## src/rtl/mmio_keyboard.sv

```systemverilog
// rtl/mmio_keyboard.sv - Hack keyboard MMIO register (0x6000) fed by debounced push-buttons
// Optional sticky capture mode: define KEYBOARD_LATCH_EN.
module mmio_keyboard #(
  parameter int NUM_BUTTONS     = 4,
  parameter int DEBOUNCE_CYCLES = 200000,
  parameter int KEY_BASE        = 130,
  parameter int ACTIVE_LOW      = 1
) (
  input  logic                   clk,
  input  logic                   rst,
  input  logic [NUM_BUTTONS-1:0] buttons,
  input  logic [15:0]            address,
  input  logic                   load,
  output logic [15:0]            out,
  output logic                   kbd_hit
);

  localparam int              CW       = $clog2(DEBOUNCE_CYCLES);
  localparam logic [CW-1:0]   CNT_LAST = CW'(DEBOUNCE_CYCLES - 1);
  localparam logic [15:0]     KBD_ADDR = 16'h6000;

  logic [NUM_BUTTONS-1:0] pressed_raw;
  logic [NUM_BUTTONS-1:0] s1;
  logic [NUM_BUTTONS-1:0] s2;
  logic [NUM_BUTTONS-1:0] deb;
  logic [CW-1:0]          cnt [NUM_BUTTONS];
  logic [15:0]            code;
  logic [15:0]            key_reg;

  // Normalise polarity so that 1 always means pressed from s1 onward.
  assign pressed_raw = (ACTIVE_LOW != 0) ? ~buttons : buttons;

  always_ff @(posedge clk) begin
    if (rst) begin
      s1 <= '0;
      s2 <= '0;
    end else begin
      s1 <= pressed_raw;
      s2 <= s1;
    end
  end

  always_ff @(posedge clk) begin
    if (rst) begin
      deb <= '0;
      for (int i = 0; i < NUM_BUTTONS; i++) cnt[i] <= '0;
    end else begin
      for (int i = 0; i < NUM_BUTTONS; i++) begin
        if (s2[i] == deb[i]) begin
          cnt[i] <= '0;
        end else if (cnt[i] == CNT_LAST) begin
          deb[i] <= s2[i];
          cnt[i] <= '0;
        end else begin
          cnt[i] <= cnt[i] + CW'(1);
        end
      end
    end
  end

  // Scan from the top down so the lowest pressed index is written last and wins.
  always_comb begin
    code = 16'h0000;
    for (int i = NUM_BUTTONS - 1; i >= 0; i--) begin
      if (deb[i]) code = 16'(KEY_BASE + i);
    end
  end

  assign kbd_hit = (address == KBD_ADDR);

`ifdef KEYBOARD_LATCH_EN
  // A CPU write to the register clears it; clear beats a same-edge capture.
  always_ff @(posedge clk) begin
    if (rst) begin
      key_reg <= 16'h0000;
    end else if (load && kbd_hit) begin
      key_reg <= 16'h0000;
    end else if (key_reg == 16'h0000 && code != 16'h0000) begin
      key_reg <= code;
    end
  end
`else
  logic unused_load;
  assign unused_load = load;

  always_ff @(posedge clk) begin
    if (rst) key_reg <= 16'h0000;
    else     key_reg <= code;
  end
`endif

  assign out = kbd_hit ? key_reg : 16'h0000;

endmodule

```

## config.mk

```make
export PLATFORM = sky130hd
export DESIGN_NAME = mmio_keyboard
export DESIGN_NICKNAME = d
export VERILOG_FILES = /design/src/rtl/mmio_keyboard.sv
export SDC_FILE = /design/constraint.sdc
export NUM_CORES = 1
export LEC_CHECK = 0
export CAP_MARGIN = 20
export CORE_ASPECT_RATIO = 0.75
export CORE_UTILIZATION = 30
export CTS_CLUSTER_DIAMETER = 30
export DETAILED_ROUTE_END_ITERATION = 10
export SYNTH_ARGS = -nofsm -noshare
export SYNTH_HDL_FRONTEND = slang
export SYNTH_SLANG_ARGS = --single-unit
```

## constraint.sdc

```tcl
create_clock -name clk -period 2.2 [get_ports clk]
set_input_delay 0.66 -clock clk [delete_from_list [all_inputs] [get_ports clk]]
set_output_delay 0.66 -clock clk [all_outputs]
set_load 0.05 [all_outputs]
```

==> metrics.csv, run 1 <==
stage;metric;value;unit
routing;drt wl/cell;11.5;um
sta;WHS;0.434;ns
clock_network;clock sinks;88;
setup_path;Slowest-stage cell, CP;and4_4;
floorplan;Die Span Y;110;um
cells_and_area;share of cells above drive strength 1;11.1;%
setup_path;Critical Path Source;address[12];
floorplan;total core area;15300;um2
global_route;first-pass GRT wire length;15.5;mm
routing;DRT iter0 DRCs;246;
outcome;failing checks;setup timing;
logic_synthesis;asr flop ratio synth;0;%
hold_path;worst hold path type;register to register;
clock_network;CTS tree;yes;
floorplan;Die W;146;um
cells_and_area;P&R area growth vs syn;26.1;%
logic_synthesis;top-area cell type share of the netlist area;46.0;%
logic_synthesis;xor and xnor area share after synthesis;11.0;%
pwr;Leak;2.02;nW
hold_path;Worst Hold Launch;s1[3];
place;Final HPWL DP;6.70;mm
cells_and_area;Filler Cell Count;1520;
logic_synthesis;compound-cell area share of the yosys netlist;4.05;%
global_route;total gr overflow;0;
global_route;initial antenna violation count;0;
clock_network;clk_lat worst skew;0.33;ns
logic_synthesis;post-synthesis register bit count;88;
sta;setup TNS;-0.317;ns
clock_network;H-tree levels;3;
sta;min Tclk post-route;2.28;ns
cells_and_area;Core Util, Final;38.8;%
setup_path;CP Buf/Inv Count;2;
logic_synthesis;Mapped Cells;457;
sta;crit share post-route;103;%
routing;average vias per placed instance;4.56;
sta;count of final hold-check violations;0;
setup_path;Worst setup EP type;primary output;
pwr;Pwr Total;3.83;mW
routing;routed via count;3550;
cells_and_area;nets;597;
logic_synthesis;largest family of logic cells by synthesized area;simple AND/OR/NAND/NOR gates;
global_route;vias in the first global route;3272;
floorplan;initial core utilization;30.7;%
cells_and_area;Ant. Diodes;0;
floorplan;Cell Rows;39;
logic_synthesis;YS warnings;0;
routing;DRT Pass-1 Iters;5;
logic_synthesis;multiplexer share of the synthesized area;0.426;%
sta;RSZ-0062 raised after global routing;yes;
cells_and_area;post-route cell area;5920;um2
logic_synthesis;sequential area share after synthesis;52.9;%
logic_synthesis;top cell type by total area after synthesis;edfxtp_1;
sta;fmax;0.440;GHz
logic_synthesis;Post-synth EDFFs;72;
setup_path;Crit path largest cell delay;0.29;ns
logic_synthesis;Main synth FF type;edfxtp_1;
place;port bufs;26;
clock_network;Reg clk slew, reported paths;0.06;ns
setup_path;CP Data Arrival Time;1.62;ns
setup_path;crit path cell chain;buf_6, nor4b_4, and4_4, and2_4, buf_12;
floorplan;Ports;40;
global_route;pin count of the biggest net entering global routing;19;
place;Placer Congestion;0.874;
global_route;GRT Util Overall;12.1;%
clock_network;postcts setup bufs;0;
clock_network;Clock Path Buffers;2;
pwr;worst vdd ir;0.396;mV
place;placed cell areas;5640;um2
routing;final wirelength;8.97;mm
clock_network;cts bufs inserted;9;
routing;Routed Antenna Nets;0;
logic_synthesis;Mapped Avg Cell Area;10.3;um2
sta;# setup viols final;5;
sta;Setup Skew;0.00490;ns
setup_path;WP data required;1.54;ns
setup_path;critical path type;input port to primary output;
setup_path;Critical Path Start Type;input port;
logic_synthesis;Post-Synth Simple-Gate Area;25.8;%
setup_path;critical path fanouts, max;5;
outcome;status;complete, but fails checks;
cells_and_area;largest register by flop count;cnt;
sta;fin. max-slew vios;0;
run;Max Cap Viol;0;
logic_synthesis;mapped cell area;4700;um2
routing;# DRC;0;
logic_synthesis;Cell variety after synth;43;
cells_and_area;max reg flops;72;
logic_synthesis;synth top area cells;edfxtp_1 (46%), xnor2_1 (8.8%), dfxtp_1 (6.8%);
clock_network;clk root buf;clkbuf_16;
sta;setup ws final;-0.0751;ns
logic_synthesis;post-synthesis adder-cell area fraction;1.07;%
setup_path;Top delay family on crit path;simple AND/OR/NAND/NOR gates;
floorplan;Die ar.;16200;um2
pwr;cell area power density;646;nW/um2
setup_path;Reg-to-Reg Start;cnt[2][9];
==> layout by cell type (no fill, tap or decap), types with 3 or more instances in the layout <==
cell type / instances
xnor2_1: 47
nor3_1: 20
ha_1: 4
clkdlybuf4s15_1: 3
and4_1: 3
nor2_1: 78
buf_2: 10
a21oi_1: 12
conb_1: 84
dfxtp_1: 16
clkdlybuf4s50_1: 5
nor2b_1: 6
nand2_1: 17
or4_1: 5
buf_6: 3
buf_12: 8
edfxtp_1: 72
xor2_1: 12
inv_1: 19
nand3_1: 28
nor4_1: 23
and2_4: 4
clkbuf_16: 9
buf_4: 12
o21ai_0: 8
or3_1: 3
and3_1: 4
nand4_1: 22
==> final timing paths <==
check | to | slack, ns | cells past startpoint
min reg2reg | s2[3] | 0.43 | 1
max reg2reg | cnt[2][17] | 0.18 | 5
min | s2[3] | 0.43 | 1
max | out[2] | -0.08 | 5
==> cell families (layout without fill, tap and decap cells) <==
family	after synthesis	after routing
AO/OA/AOI/OAI	30	30
XOR/XNOR	59	59
adder cells (fa/ha/maj)	4	4
buffers and inverters	40	75
flip-flops	88	88
multiplexers	2	2
other	2	84
AND/OR/NAND/NOR	232	232
==> Yosys cell counts, types with 3 or more instances <==
cell,count
o21ai_0,8
buf_4,13
nor4b_1,4
or4_1,5
ha_1,4
buf_2,3
nor2_1,78
or3_1,3
dfxtp_1,16
nand3_1,28
and2_1,5
a21oi_1,12
inv_1,19
nor4_1,25
nor3_1,20
nor2b_1,6
xor2_1,12
and4_1,4
edfxtp_1,72
nand2_1,17
nand4_1,22
xnor2_1,47
and3_1,4
==> repair_timing <==
| item | CTS | global route |
|---|---|---|
| endpoints found under the setup margin | 5 | 5 |
| hold buffers | 0 | 0 |
| gates resized for setup | 57 | 4 |
| pin swaps | 8 | 5 |
| cloned | 0 | 0 |
| endpoints found under the hold margin | 0 | 0 |
==> where the power goes <==
part           leakage (nW)  switching, mW  internal [mW]
Sequential            0.873         0.0731           1.87
Combinational         0.991          0.144         0.0945
Clock                 0.159          0.600           1.05
Total                  2.02          0.817           3.01
==> area by class of cell <==
class                   count  area [um2]  area share [%]
clock buffers              12         256            4.33
repair buffers             41         414            6.99
multi-input cells         411        2370            40.1
inverters                  19        71.3            1.20
flip-flops and latches     88        2480            41.9
clock inverters             3        65.1            1.10
well taps                 205         256            4.33
==> per-layer routing <==
metal / share of wire (%) / GRT usage (%) / up-vias
met5: 0 / 0 / -
met4: 0.97 / 3.79 / 0
met3: 5.2 / 3.33 / 11
met2: 45 / 19.6 / 92
met1: 49 / 15.8 / 1652
li1: - / - / 1795
==> stage by stage <==
stage | std cells | setup slack, ns
3_5_place_dp | 764 | -0.469
6_report | 779 | -0.0751
5_1_grt | 779 | -0.114
4_1_cts | 779 | -0.0977
3_3_place_gp | 764 | -0.401
2_1_floorplan | 539 | -0.00330
(Power assumes the default switching activity.)
==> run 2, diff against run 1 <==
--- a/config.mk
+++ b/config.mk
@@ -7,4 +7,6 @@
 export LEC_CHECK = 0
+export ABC_AREA = 1
 export CAP_MARGIN = 20
 export CORE_ASPECT_RATIO = 0.75
+export CORE_MARGIN = 4
 export CORE_UTILIZATION = 30
--- a/constraint.sdc
+++ b/constraint.sdc
@@ -3,2 +3,2 @@
 set_output_delay 0.66 -clock clk [all_outputs]
-set_load 0.05 [all_outputs]
+set_load 0.1 [all_outputs]
==> metrics.csv, run 2 <==
stage;metric;value;unit
outcome;status;finished, final reports clean;
global_route;Top Usage Layer GRT;met2;
sta;# setup viols final;0;
cells_and_area;area of the multi-input gates;2580;um2
logic_synthesis;Commonest cells post-synth;nand2_1 (148), nor2_1 (140), inv_1 (81);
clock_network;postcts setup bufs;0;
logic_synthesis;post-synthesis adder-cell area fraction;0.975;%
place;Final HPWL DP;7.69;mm
global_route;GRT Util Overall;11.2;%
setup_path;CP Data Arrival Time;1.51;ns
pwr;Leak;2.48;nW
logic_synthesis;largest family of logic cells by synthesized area;simple AND/OR/NAND/NOR gates;
cells_and_area;nets;787;
cells_and_area;most frequent cells in the layout;nand2_1 (146), nor2_1 (128), conb_1 (84);
global_route;first-pass GRT wire length;17.7;mm
global_route;pin count of the biggest net entering global routing;19;
cells_and_area;Ant. Diodes;0;
logic_synthesis;post-synthesis register bit count;88;
floorplan;initial core utilization;30.5;%
global_route;Global Route met3 Usage;3.84;%
clock_network;Clock Path Buffers;2;
sta;min Tclk post-route;2.17;ns
pwr;Cell Int Power;2.84;mW
logic_synthesis;compound-cell area share of the yosys netlist;5.29;%
sta;Setup Skew;0.00792;ns
logic_synthesis;most numerous cell in the Yosys netlist;nand2_1;
cells_and_area;P&R area growth vs syn;21.8;%
floorplan;Ports;40;
logic_synthesis;Post-synth EDFFs;72;
cells_and_area;FF+latch area;2480;um2
logic_synthesis;Mapped Avg Cell Area;7.88;um2
logic_synthesis;mapped cell area;5130;um2
floorplan;Cell Rows;41;
cells_and_area;share of cells above drive strength 1;12.4;%
setup_path;critical path fanouts, max;5;
floorplan;Die W;159;um
routing;routed via count;4050;
routing;Routed Antenna Nets;0;
clock_network;clock sinks;88;
cells_and_area;max reg flops;72;
routing;average vias per placed instance;4.13;
logic_synthesis;Main synth FF type;edfxtp_1;
logic_synthesis;top-area cell type share of the netlist area;42.1;%
pwr;Psw;0.901;mW
routing;drt wl/cell;10.2;um
clock_network;Reg clk slew, reported paths;0.06;ns
pwr;cell area power density;598;nW/um2
place;port bufs;26;
sta;count of final hold-check violations;0;
logic_synthesis;synth top area cells;edfxtp_1 (42%), nand2_1 (11%), nor2_1 (10%);
sta;fmax;0.461;GHz
routing;DRT Pass-1 Iters;4;
cells_and_area;Filler Cell Count;1766;
floorplan;total core area;16800;um2
global_route;vias in the first global route;3916;
global_route;initial antenna violation count;0;
routing;DRT iter0 DRCs;256;
routing;# DRC;0;
global_route;total gr overflow;0;
logic_synthesis;Cell variety after synth;30;
sta;fin. max-slew vios;0;
logic_synthesis;YS warnings;0;
clock_network;clk_lat worst skew;0.35;ns
setup_path;Worst setup EP type;primary output;
cells_and_area;Core Util, Final;37.2;%
logic_synthesis;sequential area share after synthesis;48.3;%
hold_path;worst hold path type;register to register;
floorplan;Die Span Y;121;um
logic_synthesis;multiplexer share of the synthesized area;0;%
clock_network;Hold Buf Count CTS;0;
global_route;Global Route met1 Usage;15.0;%
global_route;met2 usage;17.3;%
sta;setup TNS;0;ns
cells_and_area;largest register by flop count;cnt;
pwr;Logic pwr share;7.8;%
cells_and_area;commonest non-fill, non-tap cell in the layout;nand2_1;
run;Max Cap Viol;0;
pwr;net switching share of the total power;24.1;%
logic_synthesis;asr flop ratio synth;0;%
routing;final wirelength;10.0;mm
setup_path;critical path type;input port to primary output;
sta;RSZ-0062 raised after global routing;yes;
logic_synthesis;top cell type by total area after synthesis;edfxtp_1;
place;Placer Congestion;0.815;
clock_network;cts bufs inserted;9;
setup_path;WP data required;1.54;ns
pwr;sequential power share;51.5;%
logic_synthesis;Post-Synth Simple-Gate Area;32.4;%
logic_synthesis;Mapped Cells;652;
pwr;worst vdd ir;0.342;mV
pwr;power share of the clock group;40.7;%
floorplan;Die ar.;19300;um2
sta;crit share post-route;98.6;%
logic_synthesis;xor and xnor area share after synthesis;3.92;%
clock_network;CTS tree;yes;
clock_network;clk root buf;clkbuf_16;
clock_network;H-tree levels;3;
setup_path;Critical Path Start Type;input port;
==> run 2: cell types whose count changed in the layout (fill, tap and decap cells not counted), sizes merged, moves of 13 or more <==
cell / change
a21oi: +18
inv: +65
nand2: +136
nand3: +13
nor2: +81
nor3: -14
nor4: -24
xnor2: -40
==> run 2: power groups by stage <==
stage | clock network, mW | registers, mW | logic (mW)
5_1_grt | 1.64 | 1.94 | 0.329
3_5_place_dp | 0 | 1.96 | 0.295
2_1_floorplan | 0 | 1.95 | 0.243
3_3_place_gp | 0 | 1.96 | 0.293
6_report | 1.52 | 1.93 | 0.291
4_1_cts | 1.57 | 1.93 | 0.285
==> run 2: routing by layer <==
layer  wire length (um)  part of all wire (%)
met5                  0                     0
met4                123                   1.2
met3                499                   5.0
met2               4160                    42
met1               5240                    52
==> run 2: layout make-up <==
type                            instances  area share, %
Clock buffer                           14           4.56
Clock inverter                          2          0.180
Inverter                               84           5.10
Multi-Input combinational cell        545           41.2
Sequential cell                        88           39.7
Tap cell                              215           4.30
Timing Repair Buffer                   32           5.00
==> run 2: logic make-up after synthesis <==
kind of cell / after synthesis
adder cells (fa/ha/maj): 4
flip-flops: 88
XOR/XNOR: 23
AO/OA/AOI/OAI: 52
other: 2
buffers and inverters: 101
AND/OR/NAND/NOR: 382
==> run 2: timing repair <==
item,CTS,global route
pin swaps,13,8
endpoints found under the setup margin,5,5
resized for setup,60,8
==> run 2: critical path: stages <==
cell	delay (ns)
buf_6	0.09
inv_2	0.03
nand4_1	0.10
nor2_2	0.17
nand2_4	0.13
nor2_4	0.14
buf_12	0.18
==> run 2: final timing paths <==
check	from	endpoint	slack, ns	cells after the start
setup / recovery	address[12]	out[1]	0.03	7
hold reg to reg	s1[3]	s2[3]	0.41	2
setup reg to reg	cnt[3][0]	cnt[3][15]	0.39	10
hold / removal	s1[3]	s2[3]	0.41	2
==> run 2: per-stage QoR <==
| stage | area, um2 | hold slack [ns] | instances | setup slack [ns] | power (mW) |
|---|---|---|---|---|---|
| finish | 6260 | 0.405 | 980 | 0.0318 | 3.74 |
| global placement | 5990 | 0.391 | 964 | -0.440 | 2.26 |
| global route | 6260 | 0.421 | 980 | -0.0201 | 3.91 |
| detailed placement | 5990 | 0.397 | 964 | -0.453 | 2.26 |
| CTS | 6240 | 0.412 | 980 | -0.0221 | 3.78 |
| floorplan | 5500 | 0.388 | 734 | -0.0512 | 2.19 |
==> run 3, diff against run 2 <==
Settings changed: CAP_MARGIN 20 to unset, PLACE_DENSITY set to 0.45.
==> metrics.csv, run 3 (synthesis results as in run 2) <==
stage;metric;value;unit
clock_network;Hold Buf Count CTS;0;
sta;crit share post-route;98.0;%
pwr;worst vdd ir;0.381;mV
clock_network;clk root buf;clkbuf_16;
setup_path;critical path type;input port to primary output;
hold_path;worst hold path type;register to register;
floorplan;Cell Rows;41;
hold_path;hold path depth;2;
sta;min Tclk post-route;2.16;ns
setup_path;Critical Path Source;address[15];
sta;RSZ-0062 raised after global routing;no;
run;Max Cap Viol;0;
place;Inst Count DP;966;
clock_network;H-tree levels;3;
cells_and_area;Filler Cell Count;1756;
sta;# setup viols final;0;
cells_and_area;area of the multi-input gates;2570;um2
global_route;total gr overflow;0;
cells_and_area;Ant. Diodes;0;
setup_path;Reg-to-Reg Start;cnt[1][0];
sta;setup TNS;0;ns
global_route;initial antenna violation count;0;
sta;fmax;0.464;GHz
cells_and_area;most frequent cells in the layout;nand2_1 (146), nor2_1 (130), conb_1 (84);
routing;drt wl/cell;10.5;um
global_route;GRT Util Overall;11.3;%
routing;DRT iter0 DRCs;172;
cells_and_area;P&R area growth vs syn;22.5;%
floorplan;Ports;40;
clock_network;clock sinks;88;
sta;count of final hold-check violations;0;
pwr;Leak;2.51;nW
routing;# DRC;0;
hold_path;worst hold endpoint;s2[0];
routing;DRT Pass-1 Iters;4;
place;placed cell areas;6020;um2
routing;Routed Antenna Nets;0;
hold_path;Worst Hold Launch;s1[0];
routing;final wirelength;10.3;mm
setup_path;critical path fanouts, max;5;
setup_path;Worst setup EP type;primary output;
floorplan;Die ar.;19300;um2
cells_and_area;post-route cell area;6290;um2
cells_and_area;nets;789;
setup_path;CP Data Arrival Time;1.50;ns
routing;average vias per placed instance;4.20;
place;port bufs;26;
place;Placer Congestion;0.828;
floorplan;Die W;159;um
setup_path;WP data required;1.54;ns
clock_network;cts bufs inserted;9;
cells_and_area;Layout Cells excl Fill;982;
global_route;vias in the first global route;3914;
setup_path;Critical Path Start Type;input port;
clock_network;postcts setup bufs;0;
sta;Setup Skew;0.00682;ns
cells_and_area;commonest non-fill, non-tap cell in the layout;nand2_1;
floorplan;Die Span Y;121;um
cells_and_area;largest register by flop count;cnt;
clock_network;Clock Path Buffers;2;
sta;fin. max-slew vios;0;
clock_network;CTS tree;yes;
outcome;status;finished, final reports clean;
cells_and_area;FF+latch area;2480;um2
setup_path;R2R Setup Slk;0.44;ns
floorplan;total core area;16800;um2
clock_network;Reg clk slew, reported paths;0.06;ns
setup_path;R2R cell count;8;
global_route;pin count of the biggest net entering global routing;19;
cells_and_area;max reg flops;72;
clock_network;clk_lat worst skew;0.34;ns
place;Final HPWL DP;8.01;mm
setup_path;reg2reg end;cnt[1][14];
floorplan;initial core utilization;30.5;%
pwr;cell area power density;615;nW/um2
routing;routed via count;4122;
cells_and_area;share of cells above drive strength 1;12.5;%
global_route;first-pass GRT wire length;17.7;mm
run 3: cell types whose count changed in the layout (fill, tap and decap cells not counted), sizes merged:
cell | before | now
buf | 26 | 27
clkbuf | 15 | 16
clkinv | 1 | 2
inv | 84 | 83
run 3: worst max-delay path by stage:
stage | cells past startpoint | slack (ns) | endpoint
6_report | 7 | 0.04 | out[2]
5_1_grt | 7 | 0.004 | out[2]
4_1_cts | 7 | 0.005 | out[2]
3_5_place_dp | 7 | -0.42 | out[0]
3_3_place_gp | 7 | -0.40 | out[0]
2_1_floorplan | 5 | -0.05 | out[0]
run 3: timing repair:
action	CTS	global route
pin swaps	15	4
resized for setup	56	4
endpoints found under the setup margin	5	4
endpoints found under the hold margin	0	0
run 3: metal layers:
layer  share of wire (%)  track usage (%)  up-vias  routed length, um
met3                 3.5             3.06       13                359
met5                   0                0        -                  0
li1                    -                -     2214                  -
met4                 1.9             4.50        0                199
met2                  43             17.0       47               4390
met1                  52             15.6     1848               5380
run 3: worst max-delay path: stages:
cell and delay, ns:
buf_2 0.10, inv_2 0.03, nand4_1 0.10, nor2_2 0.16
nand2_4 0.13, nor2_4 0.12, buf_12 0.18
run 3: through the flow:
step / util (%) / setup WS (ns) / power (mW) / hold WS, ns
2_1_floorplan: - / -0.0512 / 2.19 / 0.388
3_3_place_gp: 35.8 / -0.404 / 2.26 / 0.394
3_5_place_dp: 35.8 / -0.416 / 2.26 / 0.397
4_1_cts: 37.4 / 0.00478 / 3.94 / 0.406
5_1_grt: 37.4 / 0.00424 / 4.04 / 0.424
6_report: 37.4 / 0.0448 / 3.87 / 0.404
run 3: area by class of cell:
class	instances	area share, %
Tap cell	215	4.28
Clock inverter	2	0.219
Sequential cell	88	39.5
Inverter	84	5.07
Multi-Input combinational cell	545	40.9
Clock buffer	14	5.05
Timing Repair Buffer	34	5.01
run 3: where the power goes:
| part | switching (mW) | internal (mW) |
|---|---|---|
| registers | 0.0635 | 1.86 |
| clock network | 0.646 | 1.00 |
| logic | 0.211 | 0.0791 |
